===== config.mk =====
export PLATFORM = sky130hd
export DESIGN_NAME = rom_arbiter
export DESIGN_NICKNAME = d
export VERILOG_FILES = /design/src/rtl/rom_arbiter.sv
export SDC_FILE = /design/constraint.sdc
export NUM_CORES = 1
export LEC_CHECK = 0
export CAP_MARGIN = 20
export CORE_ASPECT_RATIO = 1.1
export CORE_MARGIN = 3
export CORE_UTILIZATION = 25
export CTS_CLUSTER_DIAMETER = 40
export DETAILED_ROUTE_END_ITERATION = 12
export PLACE_DENSITY = 0.51
export RECOVER_POWER = 100
export SYNTH_ARGS = -nofsm -noshare
export SYNTH_HDL_FRONTEND = slang
export SYNTH_SLANG_ARGS = --single-unit

===== constraint.sdc =====
create_clock -name sysclk -period 2.3 [get_ports sysclk]
set_input_delay 0.46 -clock sysclk [delete_from_list [all_inputs] [get_ports sysclk]]
set_output_delay 0.46 -clock sysclk [all_outputs]
set_load 0.005 [all_outputs]

===== src/rtl/rom_arbiter.sv =====
// Round-robin burst-read controller sharing one combinational 16x8 ROM between two requesters.
// Returns registered ROM data on a single read bus tagged with the owning requester.
module rom_arbiter #(
   parameter int ADDR_W = 4,
   parameter int DATA_W = 8,
   parameter int LEN_W  = 4
) (
   input  logic              sysclk,
   input  logic              reset,
   input  logic              req0,
   input  logic              req1,
   input  logic [ADDR_W-1:0] start0,
   input  logic [ADDR_W-1:0] start1,
   input  logic [LEN_W-1:0]  len0,
   input  logic [LEN_W-1:0]  len1,
   output logic              grant0,
   output logic              grant1,
   output logic [ADDR_W-1:0] rom_addr,
   input  logic [DATA_W-1:0] rom_data,
   output logic [DATA_W-1:0] rd_data,
   output logic              rd_valid,
   output logic              rd_owner,
   output logic              rd_last,
   output logic              busy
);

   typedef enum logic {IDLE, READ} state_t;

   state_t            state, state_nxt;
   logic              prio;
   logic              cur;
   logic [LEN_W:0]    remain;

   logic              gnt0_nxt, gnt1_nxt;
   logic              last_beat;
   logic [ADDR_W-1:0] start_sel;
   logic [LEN_W-1:0]  len_sel;
   logic [LEN_W:0]    len_full;

   assign busy = (state == READ);

   // Arbitration and next-state decode.
   // NOTE: every output of this block gets a default first, so no path can leave a latch behind.
   always_comb begin
      state_nxt = state;
      gnt0_nxt  = 1'b0;
      gnt1_nxt  = 1'b0;
      last_beat = 1'b0;
      case (state)
         IDLE: begin
            if (req0 && (!req1 || !prio)) begin
               gnt0_nxt  = 1'b1;
               state_nxt = READ;
            end else if (req1) begin
               gnt1_nxt  = 1'b1;
               state_nxt = READ;
            end
         end
         READ: begin
            if (remain == (LEN_W+1)'(1)) begin
               last_beat = 1'b1;
               state_nxt = IDLE;
            end
         end
         default: state_nxt = IDLE;
      endcase
   end

   // A length field of zero stands for the full 2^LEN_W beats.
   assign start_sel = gnt1_nxt ? start1 : start0;
   assign len_sel   = gnt1_nxt ? len1 : len0;
   assign len_full  = (len_sel == '0) ? {1'b1, {LEN_W{1'b0}}} : {1'b0, len_sel};

   // NOTE: all state and output registers use non-blocking assignments so every
   // right-hand side sees the pre-edge values, independent of statement order.
   always_ff @(posedge sysclk or posedge reset) begin
      if (reset) begin
         state    <= IDLE;
         prio     <= 1'b0;
         cur      <= 1'b0;
         remain   <= '0;
         grant0   <= 1'b0;
         grant1   <= 1'b0;
         rom_addr <= '0;
         rd_data  <= '0;
         rd_valid <= 1'b0;
         rd_owner <= 1'b0;
         rd_last  <= 1'b0;
      end else begin
         state    <= state_nxt;
         grant0   <= gnt0_nxt;
         grant1   <= gnt1_nxt;
         rd_valid <= 1'b0;
         rd_last  <= 1'b0;

         if (gnt0_nxt || gnt1_nxt) begin
            cur      <= gnt1_nxt;
            rom_addr <= start_sel;
            remain   <= len_full;
         end

         // The address wraps naturally at 2^ADDR_W.
         if (state == READ) begin
            rd_data  <= rom_data;
            rd_valid <= 1'b1;
            rd_owner <= cur;
            rom_addr <= rom_addr + 1'b1;
            remain   <= remain - 1'b1;
            if (last_beat) begin
               rd_last <= 1'b1;
               prio    <= ~cur;
            end
         end
      end
   end

endmodule


After elaboration in Yosys (flattened, before gate mapping)
Cells that the tools add are included.
- register bits after elaboration: 25
- input port bits: 28
- output and inout bits: 18
- logic and storage cells: 44
- add/subtract/negate cells: 2
- equality and inequality tests: 1
- mux-type cells: 20
- bitwise logic cells: 2
- reductions and logical operators: 8
- operator list (kind ; number):
    $mux 4 ; 4
    $mux 5 ; 3
    $mux 1 ; 12
    $eq 5x1->1 const B ; 1
    $sub 5x1->5 const B ; 1
    $add 4x1->4 const B ; 1
    $logic_not 4->1 ; 1
    $logic_not 1->1 ; 2
    $logic_or 1x1->1 ; 2
    $not 1->1 ; 2
    $pmux 1 s2 ; 1
    $reduce_and 2->1 ; 1
    $reduce_bool 2->1 ; 1
    $logic_and 1x1->1 ; 1

Logic depth before layout (Yosys ltp)
Gate-level depths: netlist (run 1).
- word-level depth: 10
- gate-level depth with buffers: 6
- gate-level depth less buffers: 6

Least setup slack after synthesis (run 1)
OpenSTA, ideal clock, no wires.
- path kind: input port to flip-flop
- start point: input req1
- end point: register remain[4]
- setup time: 0.086 ns
- data arrival time: 1.165 ns
- data required time: 2.214 ns
- setup slack: 1.049 ns
- stages on the path: 4
- path buffers: 0
- path through: nor2b_2 > a2111oi_2 > a21oi_1 > o221ai_2
- cells in the longest elaborated chain, start to end: 10
- elaborated cells between the ends (all ways): 15
- classes of those cells: mux: 9; reduce/logical: 6
- ends and longest elaborated chain (element ; line ; text):
    from (decl) ; 11 ; input logic req1,
    $logic_not 1->1 ; 51 ; if (req0 && (!req1 || !prio)) begin
    $logic_or 1x1->1 ; 51 ;
    $logic_and 1x1->1 ; 51 ;
    $mux 1 ; 51 ;
    $mux 1 ; 49 ; case (state)
    $mux 4 ; 71 ; assign len_sel = gnt1_nxt ? len1 : len0;
    $logic_not 4->1 ; 72 ; assign len_full = (len_sel == '0) ? {1'b1, {LEN_W{1'b0}}} : {1'b0, len_sel};
    $mux 5 ; 72 ;
    $mux 5 ; 96 ; if (gnt0_nxt || gnt1_nxt) begin
    $mux 5 ; 103 ; if (state == READ) begin
    to (signal assigned) ; 99 ; remain <= len_full;
    to (signal assigned) ; 108 ; remain <= remain - 1'b1;
    to (decl) ; 32 ; logic [LEN_W:0] remain;
Parallel ways exist; a longest one is shown, timed or not. The select of a mux whose other input is x is not followed.
A chain may end at the register's enable or synchronous reset.

Worst setup path in the final report (run 1)
- start point: input req1
- end point: register rom_addr[0]
- cells in the longest elaborated chain, start to end: 8
- elaborated cells between the ends (all ways): 13
- classes of those cells: mux: 8; reduce/logical: 5
- ends and longest elaborated chain (element ; line ; text):
    $logic_not 1->1 ; 51 ;
    $logic_or 1x1->1 ; 51 ;
    $logic_and 1x1->1 ; 51 ;
    $mux 1 ; 51 ;
    $mux 1 ; 49 ;
    $mux 4 ; 70 ; assign start_sel = gnt1_nxt ? start1 : start0;
    $mux 4 ; 96 ;
    $mux 4 ; 103 ;
    to (signal assigned) ; 98 ; rom_addr <= start_sel;
    to (signal assigned) ; 107 ; rom_addr <= rom_addr + 1'b1;
    to (decl) ; 18 ; output logic [ADDR_W-1:0] rom_addr,
Parallel ways exist; a longest one is shown, timed or not. The select of a mux whose other input is x is not followed.

==> results of run 1 <==
## worst paths after layout
path                       start  slack, ns           to
setup reg to reg            busy       0.86  rom_addr[2]
hold / removal               cur       0.50         prio
setup / recovery            req1       0.41  rom_addr[0]
hold reg to reg              cur       0.50         prio
max in group asynchronous  reset       0.60    remain[2]
min in group asynchronous  reset       0.92   rd_data[1]
## cells by family after synthesis
| family | Yosys count | synth area share, % |
|---|---|---|
| AO/OA/AOI/OAI | 26 | 16.51 |
| XOR/XNOR | 2 | 1.352 |
| adder cells (fa/ha/maj) | 3 | 2.896 |
| buffers and inverters | 12 | 5.116 |
| flip-flops | 25 | 48.26 |
| multiplexers | 11 | 9.363 |
| AND/OR/NAND/NOR | 40 | 16.51 |
## routing by layer
layer | track usage (%) | up-vias | wire, um
met3 | 2.203 | 5 | 264
met1 | 15.23 | 512 | 1525
met2 | 16.87 | 45 | 1384
met4 | 4.804 | 0 | 63
li1 | - | 533 | -
met5 | 0 | - | 0
## sequential cells by signal, summed over array words and instances, names as in the netlist
register	cells
rom_addr	4
rd_valid	1
remain	5
cur	1
grant0	1
rd_data	8
prio	1
busy	1
rd_owner	1
grant1	1
rd_last	1
## area by class of cell
cell class,count,area share (%)
Clock inverter,1,0.4752
Clock buffer,3,2.240
Sequential cell,25,33.94
Multi-Input combinational cell,82,32.04
Tap cell,56,3.802
Timing Repair Buffer,50,26.07
Inverter,7,1.426
## cell usage after synthesis, drive strengths merged
cell and number:
o211a 1, and4b 1, dfrtp 25, nand2b 1, mux2i 2, a21bo 1
a21oi 6, o221ai 1, a2111oi 1, a211oi 1, buf 5, o32a 1
nor2 12, mux2 9, a311oi 2, inv 7, o211ai 1, a221oi 1
nor3 7, nor2b 3, nor4 1, or2b 1, ha 3, o31ai 1
nand3 6, a32oi 1, o22ai 1, a2bb2oi 1, xor2 2, o21ai 4
a31oi 2, nand2 8
## worst register-to-register path: stages (launching register included)
cell and delay, ns:
dfrtp_1 0.39, buf_4 0.21, nor3_1 0.40, nand2_1 0.12
a311oi_2 0.23
## through the flow
step	util [%]	cell area, um2	instances	hold WS, ns	setup slack [ns]
4_1_cts	38.72	1864	224	0.5035	0.4704
6_report	38.28	1843	224	0.4996	0.4081
2_1_floorplan	-	1296	119	0.4341	1.049
3_5_place_dp	37.68	1814	220	0.4839	0.3696
3_3_place_gp	37.68	1814	220	0.4839	0.4108
5_1_grt	38.28	1843	224	0.5205	0.2597
## power by group
group,total (mW),internal [mW],switching [mW]
Sequential,0.708,0.582,0.127
Clock,0.273,0.127,0.146
Combinational,0.644,0.366,0.278
==> summary.txt, run 1 <==
Status
  • Status: completed

Floorplanning
  • Initial core utilization: 26.92%
  • Core Region: 4815 um2
  • IO Pins: 46
  • Die Area: 6086 um2
  • # rows: 26
  • Die Width: between 70 and 80 um
  • Die Ht: 81.52 um

Timing
  • Final hold vios: 0
  • Rel. slew slack: around 11%
  • Final Cycle Share: 82.26%
  • Worst-margin pin slew: 1.328 ns
  • Final Skew: 0.002653 ns
  • Tmin final: approximately 1.9 ns
  • TNS Setup: 0 ns
  • Fmax: 528.6 MHz
  • Pins Over Slew Limit: 0
  • Setup-failing EPs final: 0
  • RSZ-0062 raised after global routing: no

Clock tree
  • Clk sinks: 25
  • # H-tree levels: 1
  • CTS Root Cell: clkbuf_8
  • CTS resizes: 0
  • Clock buffer depth: 2
  • Setup repair bufs after CTS: 0
  • CTS tree: done
  • Clk Latency, worst-skew pair: 0.27 ns
  • Hold buffer count at CTS: 0
  • CTS Buf Count: 3
  • Clk pin slew, worst setup/hold paths: about 0.09 ns

Finish
  • Commonest non-fill, non-tap cells in the layout: dfrtp_1 (25), clkdlybuf4s50_1 (25), dlygate4sd3_1 (20), nor2_1 (12), mux2_2 (9)
  • Sequential Area: roughly 630 um2
  • Ratio of cells with drive above 1 in the final layout: 14.29%
  • Synthesis-to-finish area growth: 42.18%
  • Filler instances: 486
  • Nets@finish: 200
  • Antenna diodes: 0
  • Multi-input combinational cell area: 590.6 um2

Place
  • GP Congestion: 0.8200
  • Number of port buffers: 45
  • Hpwl dp: ~2500 um

Detailed routing
  • Initial DRC count: between 70 and 80
  • Final wirelength: around 3200 um
  • Via count: between 1000 and 1500
  • Final antenna-violating net count: 0
  • Drt first pass iters: 4
  • DR vias/cell: 4.888
  • DR DRC count: 0
  • Wire per inst: between 10 and 15 um

Worst setup path
  • WP depth: 5
  • Worst path cell trace: dlygate4sd3_1 > clkbuf_1 > nand2_1 > mux2i_1 > a221oi_1
  • R2R depth: 4
  • Crit. End Element: flip-flop
  • Critical Path RT: around 2.5 ns
  • Crit path kind: in2reg
  • CP Max Fanout: 8
  • Slowest-stage cell, CP: dlygate4sd3_1
  • Top delay family on crit path: buffers and inverters
  • CP startpoint kind: input pin
  • Buffers and inverters on the worst path: 2
  • Worst Path Arrival: 2.07 ns
  • Max incr delay on CP: 0.68 ns

Min path
  • Worst hold path class: reg2reg
  • Hold depth: 1

GRT
  • Remaining Overflow, GRT: 0
  • Vias in the first global route: 1106
  • First-pass GRT wire length: ~5200 um
  • Pin count of the biggest net entering global routing: 26
  • Gr usage total: 11.11%
  • Initial antenna violation count: 0

Synthesis
  • Syn_area_per_cell: about 11 um2
  • Sequential fraction of the synthesis area: 48.26%
  • Synth top area share: between 40% and 50%
  • Synth Instances: 119
  • Leading area contributor after synthesis: dfrtp_1
  • Netlist cell types: 41
  • Syn nets: 150
  • Netlist Area Pre-Place: around 1300 um2
  • Total number of yosys warnings: 0
  • Area contributors post-synth: dfrtp_1 (48%), mux2_2 (7.8%), nor2_1 (3.5%)
  • Yosys reg bits: 25

Power and ir drop
  • Power, Total: 1.625 mW
  • Lkg Pwr: 0.7721 nW
  • PwrDens: 881.9 nW/um2
  • IR drop worst, VDD: 0.2344 mV

Flow run
  • Max-Cap Viols: 0
No activity file was read; power rests on OpenSTA's default activity.
==> run 2, diff against run 1 <==
--- a/config.mk
+++ b/config.mk
@@ -11,7 +11,7 @@
 export CORE_UTILIZATION = 25
 export CTS_CLUSTER_DIAMETER = 40
 export DETAILED_ROUTE_END_ITERATION = 12
-export PLACE_DENSITY = 0.51
+export PLACE_DENSITY = 0.52
 export RECOVER_POWER = 100
 export SYNTH_ARGS = -nofsm -noshare
 export SYNTH_HDL_FRONTEND = slang
==> constraint.sdc (replaced) <==
create_clock -name sysclk -period 1.5 [get_ports sysclk]
set_input_delay 0.3 -clock sysclk [delete_from_list [all_inputs] [get_ports sysclk]]
set_output_delay 0.3 -clock sysclk [all_outputs]
set_load 0.005 [all_outputs]
==> run 2 against run 1 <==
Power is 64% higher. First-iteration DRC count is 32% lower. Largest cell class unchanged. Final area is 5.4% higher. Clock skew hardly changed. Combinational power is 82% higher.
==> summary.txt, run 2 (same netlist as run 1, synthesis figures left out) <==
GRT
  • Remaining Overflow, GRT: 0 (unchanged)
  • Gr usage total: 12.16% (+1.1 points)
  • Initial antenna violation count: 0 (unchanged)
  • First-pass GRT wire length: 5664 um (+8.3%)
  • Vias in the first global route: 1175 (+6.2%)
  • Pin count of the biggest net entering global routing: 29 (+12%)

Detailed routing
  • Via count: 1156 (+5.6%)
  • Initial DRC count: 52 (-32%)
  • Final wirelength: 3543 um (+9.5%)
  • DR DRC count: 0 (unchanged)
  • Wire per inst: 15.21 um (+5.2%)
  • DR vias/cell: 4.961 (+1.5%)
  • Final antenna-violating net count: 0 (unchanged)
  • Drt first pass iters: 4 (unchanged)

Finish
  • Nets@finish: 209 (+4.5%)
  • Synthesis-to-finish area growth: 49.81%
  • Filler instances: 465 (-4.3%)
  • Multi-input combinational cell area: 618.1 um2 (+4.7%)
  • Ratio of cells with drive above 1 in the final layout: 22.60% (+8.3 points)
  • Top Registers: rd_data: 8 flops, remain: 5 flops, rom_addr: 4 flops
  • Final design utilization: 40.33% (+2.1 points)
  • Most common library cell in the layout ignoring fill and taps: clkdlybuf4s50_1
  • Register with the most flip-flops: rd_data
  • Commonest non-fill, non-tap cells in the layout: clkdlybuf4s50_1 (41), dfrtp_1 (25), nor2_1 (11), mux2_2 (9), buf_4 (9)
  • Sequential Area: 625.6 um2 (unchanged)
  • Antenna diodes: 0 (unchanged)
  • Max reg flops: 8 (unchanged)

Clock tree
  • Clock buffer depth: 2 (unchanged)
  • CTS tree: done
  • Clk Latency, worst-skew pair: 0.27 ns (about the same)
  • # H-tree levels: 1 (unchanged)
  • CTS Buf Count: 3 (unchanged)
  • CTS Root Cell: clkbuf_8
  • Hold buffer count at CTS: 0 (unchanged)
  • Clk pin slew, worst setup/hold paths: 0.09 ns (about the same)
  • Clk sinks: 25 (unchanged)

Timing
  • Rel. slew slack: 56.54% (+45 points)
  • TNS Setup: 0 ns (unchanged)
  • Setup-failing EPs final: 0 (unchanged)
  • Pins Over Slew Limit: 0 (unchanged)
  • RSZ-0062 raised after global routing: no
  • Tmin final: between 1 and 1.5 ns
  • Final Cycle Share: a little over nine tenths
  • Final Skew: 0.002536 ns (-0.0001172 ns)
  • Final hold vios: 0 (unchanged)
  • Worst-margin pin slew: 0.6518 ns (-0.6758 ns)
  • Fmax: 691.2 MHz

Min path
  • Hold depth: 1 (unchanged)
  • Worst Hold End: prio
  • HP Start: cur
  • Worst hold path class: reg2reg

Worst setup path
  • Critical path startpoint: req0
  • R2R depth: 6 (+2)
  • Crit. End Element: flip-flop
  • RR Startpoint: busy
  • Max incr delay on CP: 0.60 ns (-0.08 ns)
  • Worst Path Arrival: 1.64 ns (-0.43 ns)
  • Crit path kind: in2reg
  • Reg2reg setup slack: 0.09 ns (-0.77 ns)
  • CP startpoint kind: input pin
  • Worst path cell trace: clkdlybuf4s50_1 > a21bo_2 > nor3_1 > a31oi_2 > o221ai_2
  • Slowest-stage cell, CP: clkdlybuf4s50_1
  • Reg-to-Reg End: remain[4]
  • CP Max Fanout: 5 (-3)
  • Critical Path RT: 1.69 ns (-0.79 ns)

Place
  • Number of port buffers: 45 (unchanged)
  • Hpwl dp: 2748 um (+8.6%)
  • GP Congestion: 0.9304 (+13%)

Power and ir drop
  • IR drop worst, VDD: 0.4593 mV (+96%)
  • Lkg Pwr: 0.8166 nW (+5.8%)
  • PwrDens: 1369 nW/um2 (+55%)
  • Power, Total: 2.658 mW (+64%)

Floorplanning
  • # rows: 26 (unchanged)
  • Core Region: 4815 um2 (unchanged)
  • Die Width: 74.66 um (unchanged)
  • Die Area: 6086 um2 (unchanged)
  • Initial core utilization: 26.92% (unchanged)
  • IO Pins: 46 (unchanged)
  • Die Ht: 81.52 um (unchanged)

Flow run
  • Max-Cap Viols: 0 (unchanged)

Status
  • Status: completed
[run 2: cell types whose count changed in the layout (fill, tap and decap cells not counted), moves of 2 or more]
cell             change
clkdlybuf4s50_1     +16
nor3_1               -2
clkbuf_2             +3
clkdlybuf4s25_1      +2
dlygate4sd3_1       -19
buf_4                +6
[run 2: area by class of cell]
cell class / instances / area share (%)
Sequential cell: 25 / 32.22
Multi-Input combinational cell: 82 / 31.83
Timing Repair Buffer: 59 / 28.61
Tap cell: 56 / 3.608
Clock buffer: 3 / 2.126
Inverter: 7 / 1.353
Clock inverter: 1 / 0.2577
[run 2: critical path, delay by kind of cell]
family          cells  cell delay, ns
compound gates      3            0.56
simple gates        1            0.18
buf+inv             1            0.60
[run 2: what timing repair did]
item / in CTS / in global routing
setup endpoints to repair: 3 / 9
buffers inserted: 2 / 1
endpoints found under the hold margin: 0 / 0
resized for setup: 2 / 5
[run 2: worst max path at each step]
| stage | to | slack, ns | cells after the start |
|---|---|---|---|
| detailed placement | remain[2] | -0.24 | 6 |
| floorplan | rd_data[0] | 0.29 | 3 |
| finish | remain[4] | 0.05 | 5 |
| CTS | rom_addr[3] | 0.002 | 1 |
| global route | remain[4] | 0.005 | 5 |
| global placement | remain[4] | -0.19 | 5 |
[run 2: through the flow]
stage                     std cells  hold slack (ns)  area (um2)  worst slack (ns)
after global routing            233           0.5223        1942          0.004736
after detailed placement        226           0.4817        1872           -0.2410
after CTS                       232           0.3925        1933          0.001616
after global placement          226           0.4655        1872           -0.1882
after floorplan                 119           0.3273        1296            0.2859
final                           233           0.4921        1942           0.05318
[run 2: where the power goes]
group          switching [mW]  total, mW  internal [mW]
Clock                   0.218      0.404          0.186
Combinational           0.497       1.17          0.676
Sequential              0.189       1.08          0.892
Total                   0.904       2.66           1.75
[run 2: layer usage]
layer	GRT usage (%)	wire, um	vias to the layer above
met3	2.815	232	6
li1	-	-	544
met5	0	0	-
met1	15.64	1518	557
met4	3.025	38	0
met2	20.47	1753	49
